--- src/rtl/fdivsqrt_sched_if.sv ---
// Handshake bundle between FPU/IEU issue logic and the divide/sqrt sequencer.
// The issue side drives requests (master); the sequencer returns grants and datapath control (slave).
interface fdivsqrt_sched_if #(
    parameter int XLEN = 64
);
    localparam int CLOG = $clog2(XLEN + 2);

    logic            FpReqE;
    logic            FpSqrtE;
    logic [1:0]      FmtE;
    logic            FpSpecialE;
    logic            IntReqE;
    logic [CLOG-1:0] IntDigitsE;
    logic            StallM;
    logic            FlushE;

    logic            FpGntE;
    logic            IntGntE;
    logic            IFDivStartE;
    logic            FDivBusyE;
    logic            SqrtE;
    logic            IntOwnerE;
    logic            FDivDoneE;

    modport master (
        output FpReqE, FpSqrtE, FmtE, FpSpecialE, IntReqE, IntDigitsE, StallM, FlushE,
        input  FpGntE, IntGntE, IFDivStartE, FDivBusyE, SqrtE, IntOwnerE, FDivDoneE
    );

    modport slave (
        input  FpReqE, FpSqrtE, FmtE, FpSpecialE, IntReqE, IntDigitsE, StallM, FlushE,
        output FpGntE, IntGntE, IFDivStartE, FDivBusyE, SqrtE, IntOwnerE, FDivDoneE
    );
endinterface

--- src/rtl/fdivsqrt_sched.sv ---
// Round-robin sequencer for the shared radix-R divide/sqrt iteration datapath.
// Optional FDIVSQRT_SPECIAL_BYPASS_EN sends FP special-operand requests straight to DONE.
module fdivsqrt_sched #(
    parameter int RADIX     = 4,
    parameter int DIVCOPIES = 2,
    parameter int XLEN      = 64,
    parameter int CNTW      = 6
) (
    input  logic              clk,
    input  logic              resetn,
    fdivsqrt_sched_if.slave   bus
);
    localparam int LOGR  = $clog2(RADIX);
    localparam int B     = LOGR * DIVCOPIES;
    localparam int CLOG  = $clog2(XLEN + 2);
    // FP cycle counts: significand bits plus 3 guard/integer bits, ceil-divided by bits per cycle
    localparam int CYC_S = (23 + 3 + B - 1) / B;
    localparam int CYC_D = (52 + 3 + B - 1) / B;
    localparam int CYC_H = (10 + 3 + B - 1) / B;
    localparam int CYC_Q = (112 + 3 + B - 1) / B;

    typedef enum logic [1:0] {
        S_IDLE = 2'b00,
        S_BUSY = 2'b01,
        S_DONE = 2'b10
    } state_t;

    function automatic logic [CNTW-1:0] fp_cnt_init(input logic [1:0] fmt);
        logic [CNTW-1:0] v;
        case (fmt)
            2'b00:   v = CNTW'(CYC_S - 1);
            2'b01:   v = CNTW'(CYC_D - 1);
            2'b10:   v = CNTW'(CYC_H - 1);
            default: v = CNTW'(CYC_Q - 1);
        endcase
        return v;
    endfunction

    state_t          r_state;
    logic [CNTW-1:0] r_cnt;
    logic            r_rr_int;
    logic            r_sqrt;
    logic            r_owner;

    state_t          w_state_nxt;
    logic [CNTW-1:0] w_cnt_nxt;
    logic            w_rr_nxt;
    logic            w_sqrt_nxt;
    logic            w_owner_nxt;
    logic            w_fp_gnt;
    logic            w_int_gnt;
    logic            w_done;
    logic            w_pick_int;
    logic [CLOG:0]   w_int_cyc;
    logic [CNTW-1:0] w_int_init;

`ifndef FDIVSQRT_SPECIAL_BYPASS_EN
    logic w_unused_special;
    assign w_unused_special = bus.FpSpecialE;
`endif

    // Integer iterations: ceil(IntDigitsE / B), with a zero digit count still taking one cycle
    assign w_int_cyc  = ({1'b0, bus.IntDigitsE} + (CLOG+1)'(B - 1)) / (CLOG+1)'(B);
    assign w_int_init = (w_int_cyc == '0) ? '0 : CNTW'(w_int_cyc - (CLOG+1)'(1));
    assign w_pick_int = bus.IntReqE & (~bus.FpReqE | r_rr_int);

    // Next-state, grant and counter logic
    always_comb begin
        w_state_nxt = r_state;
        w_cnt_nxt   = r_cnt;
        w_rr_nxt    = r_rr_int;
        w_sqrt_nxt  = r_sqrt;
        w_owner_nxt = r_owner;
        w_fp_gnt    = 1'b0;
        w_int_gnt   = 1'b0;
        w_done      = 1'b0;
        if (bus.FlushE) begin
            w_state_nxt = S_IDLE;
            w_cnt_nxt   = '0;
        end else begin
            case (r_state)
                S_IDLE: begin
                    if (resetn & (bus.FpReqE | bus.IntReqE)) begin
                        if (w_pick_int) begin
                            w_int_gnt   = 1'b1;
                            w_sqrt_nxt  = 1'b0;
                            w_owner_nxt = 1'b1;
                            w_cnt_nxt   = w_int_init;
                            w_rr_nxt    = 1'b0;
                            w_state_nxt = S_BUSY;
                        end else begin
                            w_fp_gnt    = 1'b1;
                            w_sqrt_nxt  = bus.FpSqrtE;
                            w_owner_nxt = 1'b0;
                            w_cnt_nxt   = fp_cnt_init(bus.FmtE);
                            w_rr_nxt    = 1'b1;
`ifdef FDIVSQRT_SPECIAL_BYPASS_EN
                            if (bus.FpSpecialE) begin
                                w_state_nxt = S_DONE;
                                w_cnt_nxt   = '0;
                            end else begin
                                w_state_nxt = S_BUSY;
                            end
`else
                            w_state_nxt = S_BUSY;
`endif
                        end
                    end else begin
                        w_state_nxt = S_IDLE;
                    end
                end
                S_BUSY: begin
                    if (r_cnt == '0) begin
                        w_state_nxt = S_DONE;
                    end else begin
                        w_cnt_nxt = r_cnt - CNTW'(1);
                    end
                end
                S_DONE: begin
                    w_done = 1'b1;
                    if (bus.StallM) begin
                        w_state_nxt = S_DONE;
                    end else begin
                        w_state_nxt = S_IDLE;
                    end
                end
                default: begin
                    w_state_nxt = S_IDLE;
                    w_cnt_nxt   = '0;
                end
            endcase
        end
    end

    // State, counter, arbitration pointer and per-op flags
    always_ff @(posedge clk) begin
        if (!resetn) begin
            r_state  <= S_IDLE;
            r_cnt    <= '0;
            r_rr_int <= 1'b0;
            r_sqrt   <= 1'b0;
            r_owner  <= 1'b0;
        end else begin
            r_state  <= w_state_nxt;
            r_cnt    <= w_cnt_nxt;
            r_rr_int <= w_rr_nxt;
            r_sqrt   <= w_sqrt_nxt;
            r_owner  <= w_owner_nxt;
        end
    end

    // Start pulse feeds the datapath enable so init values are captured at the grant edge
    assign bus.FpGntE      = w_fp_gnt;
    assign bus.IntGntE     = w_int_gnt;
    assign bus.IFDivStartE = w_fp_gnt | w_int_gnt;
    assign bus.FDivBusyE   = w_fp_gnt | w_int_gnt | (r_state == S_BUSY);
    assign bus.SqrtE       = r_sqrt;
    assign bus.IntOwnerE   = r_owner;
    assign bus.FDivDoneE   = w_done;
endmodule
--- src/flat_wrapper.sv ---
// flat-port wrapper written by rule: the top's interface ports become plain ports
module fdivsqrt_sched_flat 
#(
    parameter int RADIX     = 4,
    parameter int DIVCOPIES = 2,
    parameter int XLEN      = 64,
    parameter int CNTW      = 6
)
  (clk, resetn, bus_FpReqE, bus_FpSqrtE, bus_FmtE, bus_FpSpecialE, bus_IntReqE, bus_IntDigitsE, bus_StallM, bus_FlushE, bus_FpGntE, bus_IntGntE, bus_IFDivStartE, bus_FDivBusyE, bus_SqrtE, bus_IntOwnerE, bus_FDivDoneE);
  fdivsqrt_sched_if #(.XLEN(XLEN)) bus_i ();
  input  logic clk;
  input  logic resetn;
  input wire logic [$bits(bus_i.FpReqE)-1:0] bus_FpReqE;
  input wire logic [$bits(bus_i.FpSqrtE)-1:0] bus_FpSqrtE;
  input wire logic [$bits(bus_i.FmtE)-1:0] bus_FmtE;
  input wire logic [$bits(bus_i.FpSpecialE)-1:0] bus_FpSpecialE;
  input wire logic [$bits(bus_i.IntReqE)-1:0] bus_IntReqE;
  input wire logic [$bits(bus_i.IntDigitsE)-1:0] bus_IntDigitsE;
  input wire logic [$bits(bus_i.StallM)-1:0] bus_StallM;
  input wire logic [$bits(bus_i.FlushE)-1:0] bus_FlushE;
  output wire logic [$bits(bus_i.FpGntE)-1:0] bus_FpGntE;
  output wire logic [$bits(bus_i.IntGntE)-1:0] bus_IntGntE;
  output wire logic [$bits(bus_i.IFDivStartE)-1:0] bus_IFDivStartE;
  output wire logic [$bits(bus_i.FDivBusyE)-1:0] bus_FDivBusyE;
  output wire logic [$bits(bus_i.SqrtE)-1:0] bus_SqrtE;
  output wire logic [$bits(bus_i.IntOwnerE)-1:0] bus_IntOwnerE;
  output wire logic [$bits(bus_i.FDivDoneE)-1:0] bus_FDivDoneE;
  assign bus_i.FpReqE = bus_FpReqE;
  assign bus_i.FpSqrtE = bus_FpSqrtE;
  assign bus_i.FmtE = bus_FmtE;
  assign bus_i.FpSpecialE = bus_FpSpecialE;
  assign bus_i.IntReqE = bus_IntReqE;
  assign bus_i.IntDigitsE = bus_IntDigitsE;
  assign bus_i.StallM = bus_StallM;
  assign bus_i.FlushE = bus_FlushE;
  assign bus_FpGntE = bus_i.FpGntE;
  assign bus_IntGntE = bus_i.IntGntE;
  assign bus_IFDivStartE = bus_i.IFDivStartE;
  assign bus_FDivBusyE = bus_i.FDivBusyE;
  assign bus_SqrtE = bus_i.SqrtE;
  assign bus_IntOwnerE = bus_i.IntOwnerE;
  assign bus_FDivDoneE = bus_i.FDivDoneE;
  fdivsqrt_sched #(.RADIX(RADIX), .DIVCOPIES(DIVCOPIES), .XLEN(XLEN), .CNTW(CNTW)) u_core (.clk(clk), .resetn(resetn), .bus(bus_i));
endmodule
--- config.mk ---
export PLATFORM = sky130hd
export DESIGN_NAME = fdivsqrt_sched_flat
export DESIGN_NICKNAME = d
export VERILOG_FILES = /design/src/rtl/fdivsqrt_sched_if.sv /design/src/rtl/fdivsqrt_sched.sv /design/src/flat_wrapper.sv
export SDC_FILE = /design/constraint.sdc
export NUM_CORES = 1
export LEC_CHECK = 0
export BUFFER_PORTS_ARGS = -buffer_cell sky130_fd_sc_hd__buf_2
export CAP_MARGIN = 0
export CORE_MARGIN = 5
export CORE_UTILIZATION = 55
export DETAILED_ROUTE_END_ITERATION = 8
export MAX_ROUTING_LAYER = met4
export PLACE_DENSITY = 0.81
export SLEW_MARGIN = 20
export SYNTH_ARGS = -nofsm -noshare
export SYNTH_HDL_FRONTEND = slang
export SYNTH_SLANG_ARGS = --single-unit
--- constraint.sdc ---
create_clock -name clk -period 5.4 [get_ports clk]
set_clock_uncertainty 0.2 [all_clocks]
set_input_delay 0.81 -clock clk [delete_from_list [all_inputs] [get_ports clk]]
set_output_delay 0.81 -clock clk [all_outputs]
set_load 0.01 [all_outputs]
### Yosys cells after proc, flatten, opt, wreduce, memory -nomap -nowiden

Index checks and enable logic that the tools add are counted.

* flip-flop bits (word level): 11
* output and inout bits: 7
* logic and storage cells: 53

* add/subtract/negate cells: 3
* equality and inequality tests: 7
* muxes and demuxes: 21
* bitwise gates (word level): 10
* reduce and logical (&&, ||, !) cells: 7

Operator list (number)
* $mux 6: 4
* $pmux 6 s3: 1
* $pmux 5 s3: 1
* $mux 1: 12
* $sub 6x1->6 const B: 2
* $add 7x2->8 const B: 1
* $logic_not 8->1: 1
* $logic_not 6->1: 1
* $pmux 2 s3: 1
* $reduce_and 3->1: 2
* $eq 2x1->1 const B: 2
* $eq 2x2->1 const B: 2
* $logic_not 2->1: 2
* $mux 2: 2
* $ne 2x1->1 const B: 2
* $not 1->1: 4
* $or 1x1->1: 4
* $and 1x1->1: 2
* $ne 2x2->1 const B: 1
* $reduce_or 2->1: 1

### Logic depth before layout (Yosys ltp)

Gate-level depths: netlist of the first run.

* depth in word-level cells: 9
* mapped depth: 8
* gate-level depth less buffers: 8

### Worst setup path after synthesis of the first run

Ideal clock, no wire load.

* path type: in2reg
* start: in bus_IntDigitsE[1]
* end: reg u_core.r_cnt[4]
* library setup time: 0.131 ns
* arrival: 2.310 ns
* path slack: 2.759 ns
* cell stages on the path: 7
* path buffers: 0
* cells stage by stage: o21ai_0 xor2_1 ha_1 or3_1 a221o_1 o2111ai_1 o211ai_1

* word-level cells in the longest chain between the ends: 6

Ends and longest elaborated chain
* start: declaration: RTL line flat_wrapper.sv:18 `input wire logic [$bits(bus_i.IntDigitsE)-1:0] bus_IntDigitsE;`
* $add 7x2->8 (*): RTL line fdivsqrt_sched.sv:63 `assign w_int_cyc = ({1'b0, bus.IntDigitsE} + (CLOG+1)'(B - 1)) / (CLOG+1)'(B);`
* $sub 6x1->6 or $logic_not 8->1 (tied branches): RTL line fdivsqrt_sched.sv:64 `assign w_int_init = (w_int_cyc == '0) ? '0 : CNTW'(w_int_cyc - (CLOG+1)'(1));`
* $mux 6 (*): RTL line fdivsqrt_sched.sv:64
* $mux 6 (*): RTL line fdivsqrt_sched.sv:84 `if (w_pick_int) begin`
* $mux 6 (*): RTL line fdivsqrt_sched.sv:83 `if (resetn & (bus.FpReqE | bus.IntReqE)) begin`
* $pmux 6 s3 (*): RTL line fdivsqrt_sched.sv:81 `case (r_state)`
* end signal: assignment: RTL line fdivsqrt_sched.sv:145 `r_cnt <= w_cnt_nxt;`
* end: declaration: RTL line fdivsqrt_sched.sv:40 `logic [CNTW-1:0] r_cnt;`

Mark *: on every way between the ends. The rest lies on a longest branch, timed or not. The select of a mux whose other input is x is not followed.
A chain may end at the register's enable or synchronous reset.

### Worst setup path in the final report of the first run

* start: in bus_FlushE
* end: out bus_IntGntE

* word-level cells in the longest chain between the ends: 1

Ends and longest elaborated chain
* start: declaration: RTL line flat_wrapper.sv:20 `input wire logic [$bits(bus_i.FlushE)-1:0] bus_FlushE;`
* $mux 1: RTL line fdivsqrt_sched.sv:77 `if (bus.FlushE) begin`
* end: declaration: RTL line flat_wrapper.sv:22 `output wire logic [$bits(bus_i.IntGntE)-1:0] bus_IntGntE;`

No other way between the ends.

==> metrics.cfg, run 1 <==
[logic_synthesis]
ys.flop_type = dfxtp_1
async_flop_share = 0
ys_ff_latch = 11
syn_nets = 160
synthDistinctLibCells = 43
syn_inst = 134
ys_warn_count = 0
synth_edf_count = 0
synth-seq-area-share = 0.214
syn_area_um2 = 1030
synth_area_per_cell_um2 = 7.68

[pwr]
netSwitchingFraction = 0.343
power.leakage_nw = 0.504
pwr-share-comb = 0.318
design_power_total_uw = 215
irDropWorstVdd_mv = 0.116
p_switching_uw = 73.8
clkPwrFrac = 0.266
seqPwrFrac = 0.415
p_per_area_nw_per_um2 = 184
p_int_uw = 141

[placement]
dp_cells = 177
port_buffers = 22
dp_hpwl_um = 2030
place_congestion = 0.925

[final_layout]
final_layout_size_suffix_gt1_frac = 0.231
fillers = 169
insertedDiodeCount = 0
area_growth_pct = 13.4
fin_cells = 181
fin_nets = 183

[critical_path]
r2r_start = u_core.r_cnt[0]
worstPathRequired_ns = 4.39
path_cells = buf_2 > and2b_2 > nand3_1 > nor2_1 > buf_2
worst_r2r_endpoint = u_core.r_cnt[4]
reg2reg_slack_ns = 3.45
startpoint_type = primary input
cpPeakStageDelay_ns = 0.28
crit_path_end_kind = output pin
crit_path_max_fanout = 6
path_class = in -> out
cp_slowest_cell = and2b_2
crit_top_cell = buf_2
cp-endpoint = bus_IntGntE
reg2regPathDepth = 7
cp-startpoint = bus_FlushE
cp.arrival_ns = 1.79

[grt]
grt_usage = 0.206
grt_pass1_vias = 999
grt_pass1_wl_um = 4160
grt_max_degree = 16
antenna_found_initial = 0
grt-ovfl-total = 0

[drt]
routed_via_density = 5.88
dr_total_vias = 1064
drc = 0
drtPass1Iterations = 6
wl_per_cell_um = 14.1
antenna_left = 0
drt_iter0_drc = 25
wirelength_um = 2550

[floorplan]
die_area_um2 = 2840
die_y_um = 53.2
rows = 15
design.core.area_um2 = 1750
start_util = 0.589
io_pins = 24
die_w_um = 53.2

[sta]
tightest_slew_ns = 0.553
finalMaxSlewViolations = 0
rsz0062_at_grt = no
setup_viol = 0
slew_headroom = 0.631
hold_ws_ns = 0.257
min_period_ns = 2.80
period_share = 0.518
fin_setup_tns_ns = 0
max_freq_ghz = 0.357
hold_viol = 0

[cts]
cts_resized = 0
clk_pin_slew_ns = 0.07
postCtsSetupBuffers = 0
cts_sinks = 11
clk_latency_ns = 0.27
cts_made_buffers = 3
cts_hold_buf = 0
clk_path_buf_depth = 2
cts_root_buffer = clkbuf_4
htreeDepth = 1
tritoncts = done

[min_path]
min_from = u_core.bus.SqrtE
min-delay-path-class = reg -> reg

[run_status]
status = completed

[flow_run]
maxCapViolCount = 0

-- logic make-up (layout without fill, tap and decap cells) --
kind of cell / Yosys count / count (layout) / share of synthesized area
AND/OR/NAND/NOR: 58 / 58 / 0.305
flip-flops: 11 / 11 / 0.214
multiplexers: 1 / 1 / 0.00973
buffers and inverters: 14 / 36 / 0.0657
XOR/XNOR: 3 / 3 / 0.0256
AO/OA/AOI/OAI: 38 / 38 / 0.270
adder cells (fa/ha/maj): 9 / 9 / 0.109
-- worst min path at each step --
stage	cells after the start	slack (ns)	end
finish	2	0.26	u_core.bus.SqrtE
CTS	2	0.26	u_core.bus.SqrtE
global route	2	0.28	u_core.bus.SqrtE
global placement	2	0.23	u_core.bus.SqrtE
floorplan	2	0.27	u_core.r_rr_int
detailed placement	2	0.25	u_core.bus.SqrtE
-- through the flow --
stage,util,cell area [um2],setup slack (ns)
after floorplan,-,1030,2.76
after global placement,0.653,1140,2.48
after detailed placement,0.653,1140,2.39
after CTS,0.668,1170,2.60
after global routing,0.668,1170,2.44
final,0.668,1170,2.60
-- cell usage after synthesis, types with 2 or more instances --
| cell | n | area (um2) |
|---|---|---|
| a21oi_1 | 9 | 45.0 |
| or3_1 | 2 | 12.5 |
| inv_1 | 10 | 37.5 |
| o21ai_0 | 5 | 25.0 |
| o2111ai_1 | 3 | 26.3 |
| and3_2 | 2 | 15.0 |
| o21ai_1 | 5 | 25.0 |
| a31oi_1 | 4 | 25.0 |
| dfxtp_1 | 11 | 220 |
| ha_1 | 9 | 113 |
| nor3_1 | 8 | 40.0 |
| xor2_1 | 3 | 26.3 |
| o41ai_1 | 2 | 17.5 |
| nand3_1 | 8 | 40.0 |
| nand4_1 | 3 | 18.8 |
| nand2_4 | 2 | 22.5 |
| nand2_1 | 8 | 30.0 |
| nor2_1 | 15 | 56.3 |
-- flip-flops by register name, indices dropped and copies added, names as in the netlist --
name and cells:
u_core.bus.SqrtE 1, u_core.bus.IntOwnerE 1, u_core.r_rr_int 1, u_core.r_cnt 6
u_core.r_state 2
-- layout make-up --
| type | count | area [um2] | area share |
|---|---|---|---|
| clock buffers | 4 | 26.3 | 0.0225 |
| well taps | 25 | 31.3 | 0.0268 |
| repair buffers | 22 | 110 | 0.0944 |
| flip-flops and latches | 11 | 220 | 0.189 |
| multi-input cells | 109 | 741 | 0.635 |
| inverters | 10 | 37.5 | 0.0322 |
-- power by group through the flow --
stage | sequential [mW] | combinational, mW | clock (mW)
2_1_floorplan | 0.0893 | 0.0485 | 0
3_3_place_gp | 0.0909 | 0.0657 | 0
3_5_place_dp | 0.0911 | 0.0670 | 0
4_1_cts | 0.0891 | 0.0678 | 0.0607
5_1_grt | 0.0897 | 0.0763 | 0.0651
6_report | 0.0893 | 0.0684 | 0.0572
-- metal layers --
metal | vias to the layer above | global-route usage | part of all wire
li1 | 540 | - | -
met1 | 481 | 0.223 | 0.43
met2 | 39 | 0.343 | 0.50
met3 | 4 | 0.0507 | 0.048
met4 | 0 | 0.115 | 0.016
met5 | - | - | 0
-- cells in the final DEF, fill, tap and decap left out, types with 4 or more instances in the layout --
cell type and instances:
a21oi_1 9, a31oi_1 4, buf_2 22, dfxtp_1 11
ha_1 9, inv_1 10, nand2_1 8, nand3_1 8
nor2_1 15, nor3_1 8, o21ai_0 5, o21ai_1 5
-- critical path: cells and delay by family --
kind,cells,cell delay [ns]
simple gates,3,0.70
buf+inv,2,0.28
Note: power is estimated with default switching activity, not from simulation.
==> run 2: changes to the inputs <==
--- a/config.mk
+++ b/config.mk
@@ -8,10 +8,10 @@
 export BUFFER_PORTS_ARGS = -buffer_cell sky130_fd_sc_hd__buf_2
 export CAP_MARGIN = 0
 export CORE_MARGIN = 5
-export CORE_UTILIZATION = 55
+export CORE_UTILIZATION = 53
 export DETAILED_ROUTE_END_ITERATION = 8
 export MAX_ROUTING_LAYER = met4
-export PLACE_DENSITY = 0.81
+export PLACE_DENSITY = 0.79
 export SLEW_MARGIN = 20
 export SYNTH_ARGS = -nofsm -noshare
 export SYNTH_HDL_FRONTEND = slang
==> constraint.sdc (replaced) <==
create_clock -name clk -period 2.65 [get_ports clk]
set_clock_uncertainty 0.2 [all_clocks]
set_input_delay 0.3975 -clock clk [delete_from_list [all_inputs] [get_ports clk]]
set_output_delay 0.3975 -clock clk [all_outputs]
set_load 0.01 [all_outputs]
==> metrics.cfg, run 2 (synthesized netlist as in run 1, its figures left out) <==
[floorplan]
rows = 16
io_pins = 24
die_y_um = 54.1
design.core.area_um2 = 1900
start_util = 0.541
die_area_um2 = 2920
die_w_um = 54.1

[placement]
placed_area_um2 = 1160
port_buffers = 22
place_congestion = 0.939
dp_hpwl_um = 2030

[critical_path]
path_cells = buf_2 > o21ai_0 > xor2_1 > ha_1 > or3_1 > a221o_1 > o2111ai_1 > o211ai_1
cp-startpoint = bus_IntDigitsE[1]
worst-path-buf-inv = 1
cp_top_family = compound AO/OA/AOI/OAI gates
startpoint_type = primary input
cp_slowest_cell = or3_1
r2r_start = u_core.r_cnt[0]
crit_path_max_fanout = 4
cp-endpoint = u_core.r_cnt[4]
cp.arrival_ns = 2.20
reg2regPathDepth = 7
reg2reg_slack_ns = 0.69
path_class = in -> reg
cpPeakStageDelay_ns = 0.37
worst_r2r_endpoint = u_core.r_cnt[4]
worstPathRequired_ns = 2.60
cp.depth = 8
crit_path_end_kind = flip-flop

[final_layout]
final_layout_size_suffix_gt1_frac = 0.241
regArea_um2 = 220
fin_nets = 185
final_common_cell = buf_2
fillers = 165
regMostFlops = u_core.r_cnt
multi_input_area_um2 = 741
largest_reg_flops = 6
final_cell_mix = 22 x buf_2, 15 x nor2_1, 11 x dfxtp_1
insertedDiodeCount = 0
area_growth_pct = 15.1
final_area_um2 = 1180
top_regs = u_core.r_cnt: 6 flops, u_core.r_state: 2 flops

[sta]
finalMaxSlewViolations = 0
period_share = 0.850
max_freq_ghz = 0.444
setup_viol = 0
slew_headroom = 0.710
hold_viol = 0
min_period_ns = 2.25
rsz0062_at_grt = no
tightest_slew_ns = 0.428
fin_setup_tns_ns = 0
hold_ws_ns = 0.188

[min_path]
min-delay-path-class = in -> reg
min_from = bus_StallM

[drt]
wl_per_cell_um = 13.6
drt_iter0_drc = 59
highest_layer = met4
wirelength_um = 2510
antenna_left = 0
dr_total_vias = 1077
drtPass1Iterations = 5
routed_via_density = 5.82
wirelength_met1_um = 1090
wl_met2_um = 1270
drc = 0
dr_wl_met3_um = 129

[cts]
clk_latency_ns = 0.27
cts_root_buffer = clkbuf_4
clk_path_buf_depth = 2
cts_resized = 0
cts_hold_buf = 0
clk_pin_slew_ns = 0.08
cts_made_buffers = 3
postCtsSetupBuffers = 0
tritoncts = done
cts_sinks = 11
htreeDepth = 1

[flow_run]
maxCapViolCount = 0

[pwr]
power.leakage_nw = 0.515
irDropWorstVdd_mv = 0.316
p_per_area_nw_per_um2 = 371

[grt]
grt_max_degree = 15
grt_pass1_vias = 1024
antenna_found_initial = 0
grt_pass1_wl_um = 4190
grt-ovfl-total = 0
grt_usage = 0.198

[run_status]
status = completed

==> run 2: cell count changes in the layout (fill, tap and decap cells not counted), sizes merged <==
cell	before	now
buf	22	24
==> run 2: worst register-to-register path: stages (launching register included) <==
cell	delay [ns]
dfxtp_1	0.34
inv_1	0.11
ha_1	0.15
or4b_4	0.48
o31ai_4	0.25
nand2_4	0.11
nand2_4	0.11
o211ai_1	0.09
==> run 2: final cells by class <==
class                           count  share of cell area
Clock buffer                        4              0.0222
Inverter                           10              0.0317
Multi-Input combinational cell    109               0.626
Sequential cell                    11               0.186
Tap cell                           27              0.0285
Timing Repair Buffer               24               0.106
==> run 2: how the worst min path moves through the flow <==
stage	end	slack, ns	cells after the start
finish	u_core.r_state[1]	0.19	3
global route	u_core.bus.SqrtE	0.19	3
CTS	u_core.bus.SqrtE	0.19	3
detailed placement	u_core.bus.SqrtE	0.25	2
global placement	u_core.bus.SqrtE	0.23	2
floorplan	u_core.r_rr_int	0.27	2
==> run 2: layer usage <==
| metal | GRT usage | vias up |
|---|---|---|
| li1 | - | 543 |
| met2 | 0.335 | 34 |
| met1 | 0.234 | 496 |
| met5 | - | - |
| met4 | 0.0664 | 0 |
| met3 | 0.0360 | 4 |
==> run 2: report_power, final <==
part           total (mW)  internal [mW]  leakage (nW)  switching, mW
clock               0.116         0.0582        0.0150         0.0583
combinational       0.144         0.0584         0.410         0.0859
sequential          0.178          0.172        0.0894        0.00623
==> run 2: metrics by stage <==
step           setup slack, ns   util  cells  power (mW)
2_1_floorplan            0.421      -    134       0.281
3_3_place_gp             0.158  0.609    181       0.322
3_5_place_dp             0.103  0.609    181       0.324
4_1_cts                  0.381  0.622    185       0.439
5_1_grt                  0.293  0.622    185       0.469
6_report                 0.397  0.622    185       0.439
